`src/rtl/mem_stage.sv`:
```
// MEM stage: branch resolve, data-memory req/ack access with timeout,
// and the MEM/WB pipeline register.
module mem_stage #(
  parameter int TIMEOUT = 16
) (
  input  logic        clk,
  input  logic        rst_n,
  input  logic        zero_in,
  input  logic [63:0] branch_in,
  input  logic [63:0] aluResult_in,
  input  logic [63:0] forwardB_in,
  input  logic [4:0]  rd_in,
  input  logic [2:0]  mBuffer_in,
  input  logic [1:0]  wbBuffer_in,
  output logic        pcsrc,
  output logic [63:0] branch_target,
  output logic        stall,
  output logic        dmem_req,
  output logic        dmem_we,
  output logic [63:0] dmem_addr,
  output logic [63:0] dmem_wdata,
  input  logic        dmem_ack,
  input  logic [63:0] dmem_rdata,
  output logic        mem_err,
  output logic [63:0] readData_out,
  output logic [63:0] aluResult_out,
  output logic [4:0]  rd_out,
  output logic [1:0]  wbBuffer_out
);

  typedef enum logic {IDLE, ACCESS} state_t;

  localparam logic [7:0] LAST = 8'(TIMEOUT - 1);

  state_t      state;
  logic [7:0]  cnt;
  logic        memop;
  logic        at_last;
  logic        tmo;
  logic [63:0] rdata_nxt;

  assign pcsrc         = mBuffer_in[2] & zero_in;
  assign branch_target = branch_in;
  assign dmem_addr     = aluResult_in;
  assign dmem_wdata    = forwardB_in;
  assign dmem_we       = mBuffer_in[0];
  assign memop         = mBuffer_in[1] | mBuffer_in[0];
  assign at_last       = (cnt == LAST);
  assign tmo           = at_last & ~dmem_ack;

  // req comes straight from state so reset kills it asynchronously
  assign dmem_req = (state == ACCESS);

  always_comb begin
    stall = 1'b0;
    unique case (state)
      IDLE:    stall = memop;
      ACCESS:  stall = ~(dmem_ack | at_last);
      default: stall = 1'b0;
    endcase
  end

  // only a write-free access finished by a real ack returns data
  assign rdata_nxt =
    ((state == ACCESS) && dmem_ack && !mBuffer_in[0])
      ? dmem_rdata : 64'd0;

  always_ff @(posedge clk or negedge rst_n) begin
    if (!rst_n) begin
      state <= IDLE;
      cnt   <= '0;
    end else begin
      unique case (state)
        IDLE: begin
          if (memop) begin
            state <= ACCESS;
            cnt   <= '0;
          end
        end
        ACCESS: begin
          if (dmem_ack || at_last) state <= IDLE;
          else cnt <= cnt + 8'd1;
        end
        default: state <= IDLE;
      endcase
    end
  end

  always_ff @(posedge clk or negedge rst_n) begin
    if (!rst_n) begin
      mem_err <= 1'b0;
    end else if ((state == ACCESS) && tmo) begin
      mem_err <= 1'b1;
    end
  end

  always_ff @(posedge clk or negedge rst_n) begin
    if (!rst_n) begin
      readData_out  <= '0;
      aluResult_out <= '0;
      rd_out        <= '0;
      wbBuffer_out  <= '0;
    end else if (stall) begin
      wbBuffer_out <= '0;
    end else begin
      wbBuffer_out  <= wbBuffer_in;
      rd_out        <= rd_in;
      aluResult_out <= aluResult_in;
      readData_out  <= rdata_nxt;
    end
  end

endmodule

```
`config.mk`:
```
export PLATFORM = sky130hd
export DESIGN_NAME = mem_stage
export DESIGN_NICKNAME = d
export VERILOG_FILES = /design/src/rtl/mem_stage.sv
export SDC_FILE = /design/constraint.sdc
export NUM_CORES = 1
export LEC_CHECK = 0
export BUFFER_PORTS_ARGS = -buffer_cell sky130_fd_sc_hd__buf_4
export CORE_AREA = 2 2 235 237
export CTS_BUF_LIST = sky130_fd_sc_hd__clkbuf_4
export CTS_CLUSTER_SIZE = 40
export DETAILED_ROUTE_END_ITERATION = 12
export DIE_AREA = 0 0 237 239
export HOLD_SLACK_MARGIN = 0.12
export PLACE_DENSITY = 0.46
export SYNTH_ARGS = -nofsm -noshare
export SYNTH_HDL_FRONTEND = slang
export SYNTH_SLANG_ARGS = --single-unit
```
`constraint.sdc`:
```
create_clock -name clk -period 6.28 [get_ports clk]
set_input_delay 1.884 -clock clk [delete_from_list [all_inputs] [get_ports clk]]
set_output_delay 1.884 -clock clk [all_outputs]
set_load 0.05 [all_outputs]
```
==> flow_metrics.tcl <==
set metrics [dict create \
    status "complete, no violations" \
    hold_class "register to register" \
    wl_per_cell_um 14.0 \
    cts_sinks 145 \
    synth_commonest_cells "buf_4 (194), dfrtp_1 (145), mux2_2 (70), a22o_1 (66), buf_6 (12)" \
    p_leak_uw 0.00433 \
    yosysSeqAreaShare_pct 52.7 \
    ys_ff_latch 145 \
    post-route-util_pct 16.7 \
    critPathBufInv 3 \
    fin_skew_ns 0.0103 \
    critPathKind "primary input to output pin" \
    routed_wl_um 19700 \
    path_cells "buf_4 -> nand2b_1 -> a21o_2 -> and2_4 -> inv_6 -> buf_4" \
    chipWidth_um 237 \
    die_h_um 239 \
    die_area_sq_um 56600 \
    start_util_pct 12.7 \
    nNetsFinal 959 \
    finalCriticalPeriod_ns 4.97 \
    maxSlewViolCount 0 \
    crit_required_ns 4.40 \
    synth_top_area_share_pct 52.7 \
    seq_area_sq_um 3630 \
    rsz0062_at_grt "no" \
    num_vias 4454 \
    slew_headroom_pct 48.5 \
    antenna_found_initial 2 \
    io_buffers 345 \
    grt_pass1_vias 4730 \
    synth_fp_nets 806 \
    fmax_mhz 201 \
    synth_edf_count 0 \
    setup_tns_ns 0 \
    ys.flop_type "dfrtp_1" \
    grt_usage_pct 7.08 \
    clk_pin_slew_ns 0.12 \
    end_kind "output pin" \
    worstMarginPinSlew_ns 0.773 \
    rows 86 \
    area_growth_pct 31.9 \
    grt_max_degree 77 \
    n_fill_cell 6018 \
    irDropWorstVdd_uv 146 \
    powerDensity_nw_per_um2 404 \
    synth_area_per_cell_sq_um 12.9 \
    synthArstFlopShare_pct 100 \
    critPathMaxStageDelay_ns 0.26 \
    crit_family "buffers and inverters" \
    synthCells 535 \
    crit_top_cell "buf_4" \
    cts.htree.levels 4 \
    grt_pass1_wl_um 28700 \
    ys.warnings.count 0 \
    via_per_inst 3.16 \
    ys_top_cells_by_area "dfrtp_1 (53%), buf_4 (21%), mux2_2 (11%)" \
    gp_congestion 0.721 \
    finalCritPeriodShare_pct 79.2 \
    cts_buffers 17 \
    hold_viol 0 \
    worstSkewPairLatency_ns 0.67 \
    postCtsSetupRepairBufs 0 \
    cap_viol_max_count 0 \
    cp_slowest_cell "a21o_2" \
    hpwl_um 14600 \
    ys_types 34 \
    final_layout_size_suffix_gt1_share_pct 64.7 \
    cts_hold_buf 0 \
    drtPass1Iterations 4 \
    core_area_sq_um 54300 \
    yosysTopAreaCell "dfrtp_1" \
    multi_input_area_sq_um 1630 \
    syn_area_sq_um 6890 \
    startpoint_type "primary input" \
    clockBufferDepth 2 \
    root_buffer "clkbuf_4" \
    arrival_ns 3.09 \
    io_pins 602 \
    drc 0 \
    overflow 0 \
    detail-route-antenna-nets 0 \
    cts_resized 0 \
    synth_most_common_cell "buf_4" \
    setup_violations 0 \
    cp_max_fo 25 \
    dr.first_iter.drc_count 112 \
    cts_tree "yes" \
]
[where the power goes]
group,internal (uW),switching [uW],leakage [uW]
Clock,284,367,0.000152
Sequential,1150,131,0.00182
Combinational,564,1170,0.00236
Total,2000,1670,0.00433
[worst register-to-register path: stages, from the launching register on]
cell     delay, ns
dfrtp_1       0.44
ha_1          0.22
and3_1        0.21
a21o_2        0.27
and2_4        0.20
inv_6         0.19
buf_4         0.58
buf_4         0.73
mux2_2        0.47
[cells by family after synthesis]
group / share of synthesized area [%]
multiplexers: 11.6
buffers and inverters: 23.8
AO/OA/AOI/OAI: 9.32
adder cells (fa/ha/maj): 0.182
AND/OR/NAND/NOR: 2.49
flip-flops: 52.7
[worst paths after layout]
| kind | depth (start not counted) | startpoint | end | slack (ns) |
|---|---|---|---|---|
| max | 6 | dmem_ack | stall | 1.31 |
| min | 1 | mem_err$_DFFE_PN0P_ | mem_err$_DFFE_PN0P_ | 0.50 |
| max reg2reg | 8 | cnt[0]$_DFFE_PN0P_ | aluResult_out[9]$_DFFE_PN0N_ | 2.86 |
| min reg2reg | 1 | mem_err$_DFFE_PN0P_ | mem_err$_DFFE_PN0P_ | 0.50 |
| max in group asynchronous | 2 | rst_n | aluResult_out[27]$_DFFE_PN0N_ | 4.19 |
| min in group asynchronous | 1 | rst_n | rd_out[2]$_DFFE_PN0N_ | 1.19 |
[state kept, by name (all words and copies together) (netlist names)]
| signal | flops |
|---|---|
| mem_err | 1 |
| cnt | 8 |
| readData_out | 64 |
| wbBuffer_out | 2 |
| aluResult_out | 64 |
| rd_out | 5 |
| dmem_req | 1 |
[stage by stage]
step	setup slack [ns]	instances	area, sq um	power, uW	hold slack, ns
floorplan	1.47	535	6890	2730	0.452
global placement	1.30	1373	8780	3060	0.470
detailed placement	1.28	1373	8780	3070	0.479
global route	1.23	1410	9090	3880	0.527
CTS	1.28	1404	9070	3770	0.508
finish	1.31	1410	9090	3670	0.497
[cell usage in the layout, fill, tap and decap left out, types with 2 or more instances in the layout]
master	instances
a21oi_1	2
clkbuf_4	20
mux2_2	70
inv_6	2
diode_2	6
buf_4	347
clkinvlp_4	2
clkinv_1	3
dfrtp_1	145
nand4_1	2
a22o_1	66
nand2_1	2
and3_1	4
nand2b_1	2
bufinv_16	3
nand3_1	7
[layer usage]
metal  global-route usage (%)  wire length (um)
met5                        0                 0
met4                     4.79               823
met3                     4.00              2040
met2                     11.0              9590
met1                     7.32              7250
[layout make-up]
type / instances / share of cell area, %
sequential: 145 / 39.9
multi-input combinational: 173 / 17.9
clock inverter: 11 / 1.53
inverter: 2 / 0.138
clock buffer: 20 / 1.65
tap: 704 / 9.69
antenna: 6 / 0.165
timing repair buffer: 349 / 29.0
Note: power is estimated with default switching activity, not from simulation.
